--- src/rtl/lvdc_pio_initiator_if.sv ---
// Parallel request side and LVDA-facing lines of the LVDC PIO initiator.
// LVDC_PIO_PARITY_EN adds the PERR status line.
interface lvdc_pio_initiator_if #(
    parameter int WORD_BITS = 26
);
    logic                 BIT_STB;
    logic                 REQ;
    logic                 RD;
    logic [8:0]           ADDR;
    logic [WORD_BITS-1:0] WDATA;
    logic                 DATAV;
    logic                 HALTV;
    logic                 BUSY;
    logic                 DONE;
    logic [WORD_BITS-1:0] RDATA;
    logic                 A1V, A2V, A3V, A4V, A5V, A6V, A7V, A8V, A9V;
    logic                 PIOV;
    logic                 TRSV;
    logic                 PIODO;
`ifdef LVDC_PIO_PARITY_EN
    logic                 PERR;
`endif

    // Initiator view.
    modport master (
        input  BIT_STB, REQ, RD, ADDR, WDATA, DATAV, HALTV,
        output BUSY, DONE, RDATA, A1V, A2V, A3V, A4V, A5V, A6V, A7V, A8V, A9V,
               PIOV, TRSV, PIODO
`ifdef LVDC_PIO_PARITY_EN
        , output PERR
`endif
    );

    // Sequencer/LVDA view.
    modport slave (
        output BIT_STB, REQ, RD, ADDR, WDATA, DATAV, HALTV,
        input  BUSY, DONE, RDATA, A1V, A2V, A3V, A4V, A5V, A6V, A7V, A8V, A9V,
               PIOV, TRSV, PIODO
`ifdef LVDC_PIO_PARITY_EN
        , input PERR
`endif
    );
endinterface

--- src/rtl/lvdc_pio_initiator.sv ---
// LVDC-side PIO initiator: address/PIOV setup, MSB-first serial word transfer, hold, DONE.
// Define LVDC_PIO_PARITY_EN to append an odd-parity bit to every word and expose PERR.
module lvdc_pio_initiator #(
    parameter int WORD_BITS = 26,
    parameter int SETUP_BT  = 2,
    parameter int HOLD_BT   = 1
) (
    input logic                  SIM_CLK,
    input logic                  SIM_RST,
    lvdc_pio_initiator_if.master bus
);
`ifdef LVDC_PIO_PARITY_EN
    localparam int XFER_BT = WORD_BITS + 1;
`else
    localparam int XFER_BT = WORD_BITS;
`endif
    localparam int CNT_W = $clog2(XFER_BT + 1);

    typedef enum logic [1:0] {S_IDLE, S_SETUP, S_XFER, S_END} state_t;

    state_t               state_q, state_d;
    logic [CNT_W-1:0]     cnt_q, cnt_d;
    logic [WORD_BITS-1:0] sr_q, sr_d;
    logic [WORD_BITS-1:0] rdata_q, rdata_d;
    logic [8:0]           addr_q, addr_d;
    logic                 rd_q, rd_d;
    logic                 busy_q, busy_d;
    logic                 done_q, done_d;
    logic                 piov_q, piov_d;
    logic                 trsv_q, trsv_d;
    logic                 piodo_q, piodo_d;
`ifdef LVDC_PIO_PARITY_EN
    logic                 par_q, par_d;
    logic                 perr_pend_q, perr_pend_d;
    logic                 perr_q, perr_d;
`endif
    logic                 bt_en;

    // A strobe seen while the LVDA is halting is simply not a bit time.
    assign bt_en = bus.BIT_STB & ~bus.HALTV;

    // NOTE: every signal gets a default before the case so no path leaves it unassigned (no latches).
    always_comb begin
        state_d = state_q;
        cnt_d   = cnt_q;
        sr_d    = sr_q;
        rdata_d = rdata_q;
        addr_d  = addr_q;
        rd_d    = rd_q;
        busy_d  = busy_q;
        done_d  = 1'b0;
        piov_d  = piov_q;
        trsv_d  = trsv_q;
        piodo_d = piodo_q;
`ifdef LVDC_PIO_PARITY_EN
        par_d       = par_q;
        perr_pend_d = perr_pend_q;
        perr_d      = perr_q;
`endif
        unique case (state_q)
            S_IDLE: begin
                if (bus.REQ) begin
                    state_d = S_SETUP;
                    cnt_d   = '0;
                    sr_d    = bus.WDATA;
                    rd_d    = bus.RD;
                    addr_d  = bus.ADDR;
                    busy_d  = 1'b1;
                    piov_d  = 1'b1;
`ifdef LVDC_PIO_PARITY_EN
                    par_d       = ~^bus.WDATA;
                    perr_pend_d = 1'b0;
                    perr_d      = 1'b0;
`endif
                end
            end
            S_SETUP: begin
                if (bt_en) begin
                    if (cnt_q == CNT_W'(SETUP_BT - 1)) begin
                        state_d = S_XFER;
                        cnt_d   = '0;
                        trsv_d  = 1'b1;
                        // Writes present the MSB as the window opens.
                        if (!rd_q) begin
                            piodo_d = sr_q[WORD_BITS-1];
                            sr_d    = sr_q << 1;
                        end
                    end else begin
                        cnt_d = cnt_q + 1'b1;
                    end
                end
            end
            S_XFER: begin
                if (bt_en) begin
                    if (rd_q) begin
                        if (cnt_q < CNT_W'(WORD_BITS))
                            sr_d = {sr_q[WORD_BITS-2:0], bus.DATAV};
                    end else begin
                        piodo_d = sr_q[WORD_BITS-1];
                        sr_d    = sr_q << 1;
`ifdef LVDC_PIO_PARITY_EN
                        if (cnt_q == CNT_W'(WORD_BITS - 1))
                            piodo_d = par_q;
`endif
                    end
                    if (cnt_q == CNT_W'(XFER_BT - 1)) begin
                        state_d = S_END;
                        cnt_d   = '0;
                        trsv_d  = 1'b0;
                        piov_d  = 1'b0;
                        piodo_d = 1'b0;
                        if (rd_q) begin
`ifdef LVDC_PIO_PARITY_EN
                            rdata_d     = sr_q;
                            perr_pend_d = ~(^sr_q ^ bus.DATAV);
`else
                            rdata_d = {sr_q[WORD_BITS-2:0], bus.DATAV};
`endif
                        end
                    end else begin
                        cnt_d = cnt_q + 1'b1;
                    end
                end
            end
            S_END: begin
                if (bt_en) begin
                    if (cnt_q == CNT_W'(HOLD_BT - 1)) begin
                        state_d = S_IDLE;
                        cnt_d   = '0;
                        done_d  = 1'b1;
                        busy_d  = 1'b0;
                        addr_d  = '0;
`ifdef LVDC_PIO_PARITY_EN
                        perr_d = perr_pend_q;
`endif
                    end else begin
                        cnt_d = cnt_q + 1'b1;
                    end
                end
            end
        endcase
    end

    // NOTE: state is only ever updated with non-blocking assignments so all registers see pre-edge values.
    always_ff @(posedge SIM_CLK) begin
        if (!SIM_RST) begin
            state_q <= S_IDLE;
            cnt_q   <= '0;
            sr_q    <= '0;
            rdata_q <= '0;
            addr_q  <= '0;
            rd_q    <= 1'b0;
            busy_q  <= 1'b0;
            done_q  <= 1'b0;
            piov_q  <= 1'b0;
            trsv_q  <= 1'b0;
            piodo_q <= 1'b0;
`ifdef LVDC_PIO_PARITY_EN
            par_q       <= 1'b0;
            perr_pend_q <= 1'b0;
            perr_q      <= 1'b0;
`endif
        end else begin
            state_q <= state_d;
            cnt_q   <= cnt_d;
            sr_q    <= sr_d;
            rdata_q <= rdata_d;
            addr_q  <= addr_d;
            rd_q    <= rd_d;
            busy_q  <= busy_d;
            done_q  <= done_d;
            piov_q  <= piov_d;
            trsv_q  <= trsv_d;
            piodo_q <= piodo_d;
`ifdef LVDC_PIO_PARITY_EN
            par_q       <= par_d;
            perr_pend_q <= perr_pend_d;
            perr_q      <= perr_d;
`endif
        end
    end

    assign bus.BUSY  = busy_q;
    assign bus.DONE  = done_q;
    assign bus.RDATA = rdata_q;
    assign bus.PIOV  = piov_q;
    assign bus.TRSV  = trsv_q;
    assign bus.PIODO = piodo_q;
    assign bus.A1V   = addr_q[0];
    assign bus.A2V   = addr_q[1];
    assign bus.A3V   = addr_q[2];
    assign bus.A4V   = addr_q[3];
    assign bus.A5V   = addr_q[4];
    assign bus.A6V   = addr_q[5];
    assign bus.A7V   = addr_q[6];
    assign bus.A8V   = addr_q[7];
    assign bus.A9V   = addr_q[8];
`ifdef LVDC_PIO_PARITY_EN
    assign bus.PERR  = perr_q;
`endif
endmodule
--- src/flat_wrapper.sv ---
// flat-port wrapper written by rule: the top's interface ports become plain ports
module lvdc_pio_initiator_flat 
#(
    parameter int WORD_BITS = 26,
    parameter int SETUP_BT  = 2,
    parameter int HOLD_BT   = 1
)
  (SIM_CLK, SIM_RST, bus_BIT_STB, bus_REQ, bus_RD, bus_ADDR, bus_WDATA, bus_DATAV, bus_HALTV, bus_BUSY, bus_DONE, bus_RDATA, bus_A1V, bus_A2V, bus_A3V, bus_A4V, bus_A5V, bus_A6V, bus_A7V, bus_A8V, bus_A9V, bus_PIOV, bus_TRSV, bus_PIODO);
  lvdc_pio_initiator_if #(.WORD_BITS(WORD_BITS)) bus_i ();
  input logic SIM_CLK;
  input logic SIM_RST;
  input wire logic [$bits(bus_i.BIT_STB)-1:0] bus_BIT_STB;
  input wire logic [$bits(bus_i.REQ)-1:0] bus_REQ;
  input wire logic [$bits(bus_i.RD)-1:0] bus_RD;
  input wire logic [$bits(bus_i.ADDR)-1:0] bus_ADDR;
  input wire logic [$bits(bus_i.WDATA)-1:0] bus_WDATA;
  input wire logic [$bits(bus_i.DATAV)-1:0] bus_DATAV;
  input wire logic [$bits(bus_i.HALTV)-1:0] bus_HALTV;
  output wire logic [$bits(bus_i.BUSY)-1:0] bus_BUSY;
  output wire logic [$bits(bus_i.DONE)-1:0] bus_DONE;
  output wire logic [$bits(bus_i.RDATA)-1:0] bus_RDATA;
  output wire logic [$bits(bus_i.A1V)-1:0] bus_A1V;
  output wire logic [$bits(bus_i.A2V)-1:0] bus_A2V;
  output wire logic [$bits(bus_i.A3V)-1:0] bus_A3V;
  output wire logic [$bits(bus_i.A4V)-1:0] bus_A4V;
  output wire logic [$bits(bus_i.A5V)-1:0] bus_A5V;
  output wire logic [$bits(bus_i.A6V)-1:0] bus_A6V;
  output wire logic [$bits(bus_i.A7V)-1:0] bus_A7V;
  output wire logic [$bits(bus_i.A8V)-1:0] bus_A8V;
  output wire logic [$bits(bus_i.A9V)-1:0] bus_A9V;
  output wire logic [$bits(bus_i.PIOV)-1:0] bus_PIOV;
  output wire logic [$bits(bus_i.TRSV)-1:0] bus_TRSV;
  output wire logic [$bits(bus_i.PIODO)-1:0] bus_PIODO;
  assign bus_i.BIT_STB = bus_BIT_STB;
  assign bus_i.REQ = bus_REQ;
  assign bus_i.RD = bus_RD;
  assign bus_i.ADDR = bus_ADDR;
  assign bus_i.WDATA = bus_WDATA;
  assign bus_i.DATAV = bus_DATAV;
  assign bus_i.HALTV = bus_HALTV;
  assign bus_BUSY = bus_i.BUSY;
  assign bus_DONE = bus_i.DONE;
  assign bus_RDATA = bus_i.RDATA;
  assign bus_A1V = bus_i.A1V;
  assign bus_A2V = bus_i.A2V;
  assign bus_A3V = bus_i.A3V;
  assign bus_A4V = bus_i.A4V;
  assign bus_A5V = bus_i.A5V;
  assign bus_A6V = bus_i.A6V;
  assign bus_A7V = bus_i.A7V;
  assign bus_A8V = bus_i.A8V;
  assign bus_A9V = bus_i.A9V;
  assign bus_PIOV = bus_i.PIOV;
  assign bus_TRSV = bus_i.TRSV;
  assign bus_PIODO = bus_i.PIODO;
  lvdc_pio_initiator #(.WORD_BITS(WORD_BITS), .SETUP_BT(SETUP_BT), .HOLD_BT(HOLD_BT)) u_core (.SIM_CLK(SIM_CLK), .SIM_RST(SIM_RST), .bus(bus_i));
endmodule
--- config.mk ---
export PLATFORM = sky130hd
export DESIGN_NAME = lvdc_pio_initiator_flat
export DESIGN_NICKNAME = d
export VERILOG_FILES = /design/src/rtl/lvdc_pio_initiator_if.sv /design/src/rtl/lvdc_pio_initiator.sv /design/src/flat_wrapper.sv
export SDC_FILE = /design/constraint.sdc
export NUM_CORES = 1
export LEC_CHECK = 0
export ABC_CLOCK_PERIOD_IN_PS = 4800
export CAP_MARGIN = 20
export CORE_UTILIZATION = 35
export DETAILED_ROUTE_END_ITERATION = 16
export PLACE_DENSITY = 0.71
export SKIP_LAST_GASP = 1
export SYNTH_ARGS = -nofsm -noshare
export SYNTH_HDL_FRONTEND = slang
export SYNTH_SLANG_ARGS = --single-unit
--- constraint.sdc ---
create_clock -name SIM_CLK -period 4.8 [get_ports SIM_CLK]
set_clock_uncertainty 0.15 [all_clocks]
set_input_delay 0.96 -clock SIM_CLK [delete_from_list [all_inputs] [get_ports SIM_CLK]]
set_output_delay 0.96 -clock SIM_CLK [all_outputs]
set_load 0.05 [all_outputs]
; ---- Word-level counts from Yosys, hierarchy flattened
; Cells that the tools add are included.
; W data, S select, Z words.
[word_totals]
elab_cells = 90
reg_bits = 74
inputBits = 42
out_inout_bits = 40
[op_classes]
n_bitwise = 2
order_cmp = 1
reduce_logical = 16
n_mux = 45
n_addsub = 1
n_eq_ne = 14
[ops]
columns = cell, n
row1 = $mux W26, 7
row2 = $pmux W26 S3, 1
row3 = $mux W5, 7
row4 = $mux W9, 3
row5 = $pmux W5 S4, 1
row6 = $reduce_and A4 Y1, 5
row7 = $pmux W9 S2, 1
row8 = $mux W2, 7
row9 = $reduce_and A7 Y1, 2
row10 = $mux W1, 13
row11 = $ne A2 B1 Y1 const B, 6
row12 = $pmux W1 S2, 4
row13 = $pmux W2 S4, 1
row14 = $reduce_bool A2 Y1, 3
row15 = $add A5 B1 Y5 const B, 1
row16 = $eq A5 B1 Y1 const B, 1
row17 = $eq A5 B5 Y1 const B, 1
row18 = $logic_not A5 Y1, 1
row19 = $lt A5 B5 Y1 const B, 1
row20 = $reduce_and A5 Y1, 1
row21 = $eq A2 B2 Y1 const B, 2
row22 = $ne A2 B2 Y1 const B, 2
row23 = $ne A3 B3 Y1 const B, 1
row24 = $reduce_and A3 Y1, 1
row25 = other kinds (6), 6

; ---- Logic depth before layout (Yosys ltp)
; Gate-level depths: netlist of the first run.
[logic_depth]
word_depth = 5
ltp_mapped = 9
ltp_nobuf = 7

; ---- Worst setup path before layout of the first run
; Ideal clock, no wire load.
[synth_path]
kind = input port to flip-flop
start = in SIM_RST
end = reg u_core.addr_q[8]
path_slack_ps = 2596
required_ps = 4518
n_path_buf = 3
t_arrival_ps = 1922
stages = 5
setup_ps = 132
path_cell_list = clkbuf_1 > inv_2 > clkbuf_1 > clkbuf_1 > a21oi_1
[synth_lines]
columns = element, line_no
row1 = start: declaration, flat_wrapper.sv:11  ; input logic SIM_RST;
row2 = end signal: assignment, lvdc_pio_initiator.sv:168  ; addr_q <= addr_d;
row3 = end: declaration, lvdc_pio_initiator.sv:25  ; logic [8:0] addr_q, addr_d;
; No word-level cell between the ends.

; ---- Final worst setup path of the first run
[layout_path]
start = in bus_HALTV
end = reg u_core.rdata_q[20] (netlist: u_core.bus.RDATA[20])
[layout_via]
elab_chain_cells = 3
[layout_lines]
columns = element, line_no
row1 = start: declaration, flat_wrapper.sv:18  ; input wire logic [$bits(bus_i.HALTV)-1:0] bus_HALTV;
row2 = $not A1 Y1, lvdc_pio_initiator.sv:40  ; assign bt_en = bus.BIT_STB & ~bus.HALTV;
row3 = $and A1 B1 Y1, lvdc_pio_initiator.sv:40
row4 = $reduce_and A4 Y1 (no source line), -
row5 = end signal: assignment, lvdc_pio_initiator.sv:167  ; rdata_q <= rdata_d;
row6 = end: declaration, lvdc_pio_initiator.sv:24  ; logic [WORD_BITS-1:0] rdata_q, rdata_d;
; Every way passes these cells.
; A chain may end at the register's enable or synchronous reset.

==> results of run 1 <==
[sequential cells by signal (all words and copies together) (netlist names)]
signal and count:
u_core.addr_q 9, u_core.bus.TRSV 1, u_core.bus.PIODO 1, u_core.bus.DONE 1, u_core.rd_q 1, u_core.sr_q 26
u_core.bus.PIOV 1, u_core.state_q 2, u_core.bus.BUSY 1, u_core.bus.RDATA 26, u_core.cnt_q 5
[how the worst min path moves through the flow]
stage                     depth (start not counted)             endpoint                start
after floorplan                                   2  u_core.bus.RDATA[1]       u_core.sr_q[0]
after global placement                            2     u_core.addr_q[2]     u_core.addr_q[2]
after detailed placement                          2      u_core.bus.BUSY      u_core.bus.BUSY
after CTS                                         2     u_core.addr_q[7]     u_core.addr_q[7]
after global routing                              2  u_core.bus.RDATA[8]  u_core.bus.RDATA[8]
final                                             2     u_core.addr_q[7]     u_core.addr_q[7]
[tightest hold or removal path, delay by kind of cell (launching register included)]
family / cells / cell delay (ps)
DFF: 1 / 310
AOI/OAI and AO/OA: 1 / 50
and+or+nand+nor: 1 / 50
[metal layers]
layer / global-route usage [%] / vias up / share of wire (%)
met4: 7.039 / 0 / 1.9
met2: 26.22 / 50 / 47
met3: 2.832 / 13 / 2.9
met1: 21.38 / 1510 / 48
met5: 0 / - / 0
li1: - / 1564 / -
[synth_stat cells (2+ instances only)]
| master | count | area [um^2] |
|---|---|---|
| or3_1 | 4 | 25.02 |
| a311oi_1 | 2 | 17.52 |
| buf_6 | 3 | 33.78 |
| nor3_1 | 2 | 10.01 |
| dfxtp_1 | 74 | 1481 |
| o21ai_0 | 5 | 25.02 |
| ha_1 | 8 | 100.1 |
| nand3_1 | 5 | 25.02 |
| buf_2 | 3 | 15.01 |
| buf_4 | 5 | 37.54 |
| inv_1 | 7 | 26.28 |
| nor2b_1 | 27 | 168.9 |
| and2_1 | 2 | 12.51 |
| clkbuf_1 | 21 | 78.83 |
| buf_12 | 2 | 40.04 |
| and3_1 | 2 | 12.51 |
| nor2_2 | 24 | 150.1 |
| nor2_1 | 10 | 37.54 |
| nand2b_1 | 4 | 25.02 |
| a211oi_2 | 24 | 300.3 |
| o21ai_1 | 2 | 10.01 |
| nand4b_1 | 9 | 78.83 |
| a21oi_1 | 73 | 365.4 |
| nand2_1 | 73 | 274.0 |
[logic make-up (layout without fill, tap and decap cells)]
family / after synthesis / after routing
flip-flops: 74 / 74
multiplexers: 1 / 1
AO/OA/AOI/OAI: 119 / 119
buffers and inverters: 43 / 111
adder cells (fa/ha/maj): 8 / 8
AND/OR/NAND/NOR: 172 / 172
[power breakdown]
part	internal (mW)	switching (mW)	total, mW	leakage [nW]
Sequential	0.726	0.0949	0.821	0.604
Combinational	0.393	0.660	1.05	0.850
Clock	0.241	0.239	0.481	0.0966
Total	1.36	0.994	2.35	1.55
[metrics by stage]
stage | setup slack, ps | hold WS, ps
2_1_floorplan | 2596 | 295.7
3_3_place_gp | 1547 | 290.9
3_5_place_dp | 1469 | 299.0
4_1_cts | 1828 | 308.4
5_1_grt | 1556 | 332.3
6_report | 1774 | 307.8
[final cells by class]
| class | instances | area (um^2) |
|---|---|---|
| Clock inverter | 6 | 65.06 |
| Fill cell | 961 | 5263 |
| Multi-Input combinational cell | 300 | 1876 |
| Inverter | 8 | 30.03 |
| Sequential cell | 74 | 1481 |
| Tap cell | 133 | 166.4 |
| Clock buffer | 10 | 127.6 |
| Timing Repair Buffer | 87 | 855.8 |
==> reports/metrics.cfg, run 1 <==
[run_status]
status=complete, no violations

[cts]
clock_path_buffers=2
cts_buffers=9
post_cts_buffers=0
cts_hold_buf=0
cts_resized=0
path_clk_slew_ps=80
cts_root_buf=clkbuf_8
cts_tree=yes
cts.sinks=74
cts_max_level=3
clk_latency_ps=350

[critical_path]
cp-startpoint=bus_HALTV
path_buf_inv=1
r2r_start=u_core.state_q[1]
worst_ep_required_time_ps=4930
worst-r2r-cell-count=6
cp.depth=6
reg2reg_to=u_core.sr_q[11]
crit_path_max_fanout=26
crit_chain=clkdlybuf4s50_1 > nand4bb_1 > nor2_1 > and3_1 > nand2_1 > a21oi_1
endpoint_kind=register
max_stage_delay_ps=940
cp_data_arrival_time_ps=3160
crit_path_end=u_core.bus.RDATA[20]
cp_top_family=simple AND/OR/NAND/NOR gates
path_class=input pin to register
r2r_slack_ps=2260
cp_slowest_cell=and3_1
start_kind=input pin

[grt]
grt_max_degree=33
gr-usage-all-layers_pct=16.29
grt_pass1_vias=2993
grt_pass1_wl_um=14300
antenna_found_initial=0
grt-ovfl-total=0

[cells_and_area]
fin_util_pct=46.65
layout_common_cells=81 x clkdlybuf4s50_1, 74 x dfxtp_1, 73 x nand2_1, 73 x a21oi_1, 27 x nor2b_1
diodes=0
finalNonFillerCells=618
finalInstanceArea_um2=4602
layout-drive-gt1-share_pct=15.67
layout_commonest_cell=clkdlybuf4s50_1
area_growth_syn_to_layout_pct=27.62
finish.net_count=530

[power_and_ir_drop]
pwr_density_cell_nw_per_um2=511.6
power_mw=2.354
peakVddDrop_v=0.0001494
power.leakage_nw=1.551

[timing]
fmax_mhz=330.4
finalSetupTns_ps=0
slew_headroom_pct=26.73
worstMarginPinSlew_ps=1099
post-route-period-util_pct=63.05
min_period_ps=3026
rsz0062_at_grt=false
setup_violations=0
slew_viol_final=0
hold_viol=0

[drt]
drc=0
vias=3137
wl_per_cell_um=13.79
wirelength_um=8524
ant_nets=0
drt_first_pass_iters=4
drt-initial-drc-count=157
routed_via_density=5.076

[floorplanning]
dieArea_um2=10710
die_y_um=103.5
coreArea_um2=9864
initial_utilization_pct=36.56
die_w_um=103.5
fp-row-count=36
num_io_pins=82

[synth]
yosysWarnings=0
synth_enable_flop_cells=0
synth_cell_types=50
ys_seq_area_share_pct=41.08
syn_area_per_cell_um2=8.647
synthesis.nets=467
async_flop_share_pct=0
synth_xor_area_share_pct=0
netlist_area_um2=3606
synth-seq-cells=74
synthSimpleGateAreaFrac_pct=25.23
yosys-mux-area-fraction_pct=0.2776
synth-compound-area-share_pct=23.70
synth_top_family_by_area=simple AND/OR/NAND/NOR gates
synthAdderAreaFrac_pct=2.776
synthCells=417
synthFlopType=dfxtp_1

[place]
io_buffers=81
dpl.cell_count=602
place_area_um2=4409
dp_hpwl_um=5668
gp_congestion=0.7889

[flow_run]
maxCapViolations=0

[worst_hold_path]
hold_path_class=register to register

Note: power is estimated with default switching activity, not from simulation.
==> run 2: changes to the inputs <==
--- a/config.mk
+++ b/config.mk
@@ -5,7 +5,7 @@
 export SDC_FILE = /design/constraint.sdc
 export NUM_CORES = 1
 export LEC_CHECK = 0
-export ABC_CLOCK_PERIOD_IN_PS = 4800
+export ABC_CLOCK_PERIOD_IN_PS = 3100
 export CAP_MARGIN = 20
 export CORE_UTILIZATION = 35
 export DETAILED_ROUTE_END_ITERATION = 16
==> constraint.sdc (replaced) <==
create_clock -name SIM_CLK -period 3.1 [get_ports SIM_CLK]
set_clock_uncertainty 0.15 [all_clocks]
set_input_delay 0.62 -clock SIM_CLK [delete_from_list [all_inputs] [get_ports SIM_CLK]]
set_output_delay 0.62 -clock SIM_CLK [all_outputs]
set_load 0.05 [all_outputs]
==> run 2 against run 1 <==
  * Setup slack got worse by 1200 ps
  * Design area is 2.0% higher
  * Largest cell class unchanged
  * Combinational power up 58%
  * Global-route usage about the same
  * Final cell count rose by 0.16%
  * Worst hold slack about the same
  * Sequential share of layout area down 0.63 points
  * First-iteration DRC count fell by 22%
  * Die area stayed put
  * Sequential power increased by 55%
  * Highest routed layer unchanged
==> reports/metrics.cfg, run 2 (synthesis results as in run 1) <==
[cells_and_area]
area_growth_syn_to_layout_pct=30.19
finish.net_count=531
multi_input_area_um2=1876
fillers=946
layout_common_cells=81 x clkdlybuf4s50_1, 74 x dfxtp_1, 73 x nand2_1, 73 x a21oi_1, 27 x nor2b_1
regArea_um2=1481
layout_commonest_cell=clkdlybuf4s50_1
layout-drive-gt1-share_pct=15.84
diodes=0

[drt]
routed_via_density=5.102
drc=0
vias=3158
drt-initial-drc-count=123
ant_nets=0
wl_per_cell_um=13.90
drt_first_pass_iters=5
wirelength_um=8607

[floorplanning]
num_io_pins=82
coreArea_um2=9864
die_w_um=103.5
fp-row-count=36
die_y_um=103.5
dieArea_um2=10710
initial_utilization_pct=36.56

[timing]
worstMarginPinSlew_ps=942.6
slew_headroom_pct=37.16
rsz0062_at_grt=false
post-route-period-util_pct=82.14
finalSetupTns_ps=0
slew_viol_final=0
setup_violations=0
fmax_mhz=392.7
hold_viol=0
min_period_ps=2546
fin_ws_ps=553.5

[critical_path]
max_stage_delay_ps=740
start_kind=register
r2r_slack_ps=550
cp-startpoint=u_core.state_q[0]
cp_data_arrival_time_ps=2650
cp_slowest_cell=and2_1
path_class=register to register
path_buf_inv=1
endpoint_kind=register
crit_path_max_fanout=25
cp_top_family=simple AND/OR/NAND/NOR gates
r2r_start=u_core.state_q[0]
worst_ep_required_time_ps=3200
crit_chain=inv_1 > ha_1 > or2_1 > and2_1 > a21oi_1 > a211oi_2

[cts]
cts.sinks=74
clock_path_buffers=2
post_cts_buffers=0
cts_tree=yes
clk_latency_ps=350
cts_root_buf=clkbuf_8
cts_resized=0
cts_hold_buf=0
cts_buffers=9
path_clk_slew_ps=80
cts_max_level=3

[place]
io_buffers=81
dp_slack_ps=533.9
gp_congestion=0.7913
dp_hpwl_um=5871

[grt]
gr-usage-all-layers_pct=16.28
grt_pass1_wl_um=14260
antenna_found_initial=0
grt_pass1_vias=2957
grt_max_degree=53
grt-ovfl-total=0

[run_status]
status=complete, no violations

[worst_hold_path]
hold_path_class=register to register
hold_start=u_core.bus.RDATA[12]

[power_and_ir_drop]
peakVddDrop_v=0.0006515
power.leakage_nw=1.594
power_mw=3.847
pwr_density_cell_nw_per_um2=819.6

[flow_run]
maxCapViolations=0

[run 2: changes by cell type in the layout (fill, tap and decap cells not counted)]
cell	delta
bufinv_16	+2
clkinv_2	-1
buf_12	+3
buf_4	-2
clkinvlp_4	-1
[run 2: power breakdown]
group          internal [mW]  total [mW]  switching (mW)  leakage, nW
Combinational          0.628        1.66            1.03        0.868
Clock                  0.538       0.914           0.376        0.121
Sequential              1.12        1.27           0.147        0.604
[run 2: worst paths after layout]
check,to,cells after the start
setup / recovery,u_core.sr_q[2],6
setup reg to reg,u_core.sr_q[2],6
hold reg to reg,u_core.bus.RDATA[12],2
hold / removal,u_core.bus.RDATA[12],2
[run 2: layout make-up]
| type | count | share of cell area [%] |
|---|---|---|
| clock buffer | 10 | 2.719 |
| clock inverter | 6 | 2.399 |
| inverter | 8 | 0.6397 |
| multi-input combinational | 300 | 39.95 |
| sequential | 74 | 31.56 |
| tap | 133 | 3.545 |
| timing repair buffer | 88 | 19.19 |
[run 2: worst min-delay path: stages (launching register included)]
cell	delay (ps)
dfxtp_1	320
nand2_1	50
a21oi_1	50
[run 2: per-layer routing]
| metal | vias to the layer above | GRT usage (%) | share of wire [%] |
|---|---|---|---|
| met1 | 1506 | 20.63 | 45 |
| met4 | 0 | 7.143 | 2.0 |
| met2 | 78 | 26.94 | 49 |
| met3 | 12 | 2.958 | 4.3 |
| met5 | - | 0 | 0 |
| li1 | 1562 | - | - |
[run 2: stage by stage]
step / hold WS (ps) / std cells / area (um^2) / util [%]
floorplan: 295.7 / 417 / 3606 / -
global placement: 290.4 / 603 / 4454 / 45.15
detailed placement: 298.9 / 603 / 4454 / 45.15
CTS: 310.2 / 619 / 4695 / 47.59
global route: 334.4 / 619 / 4695 / 47.59
finish: 308.0 / 619 / 4695 / 47.59
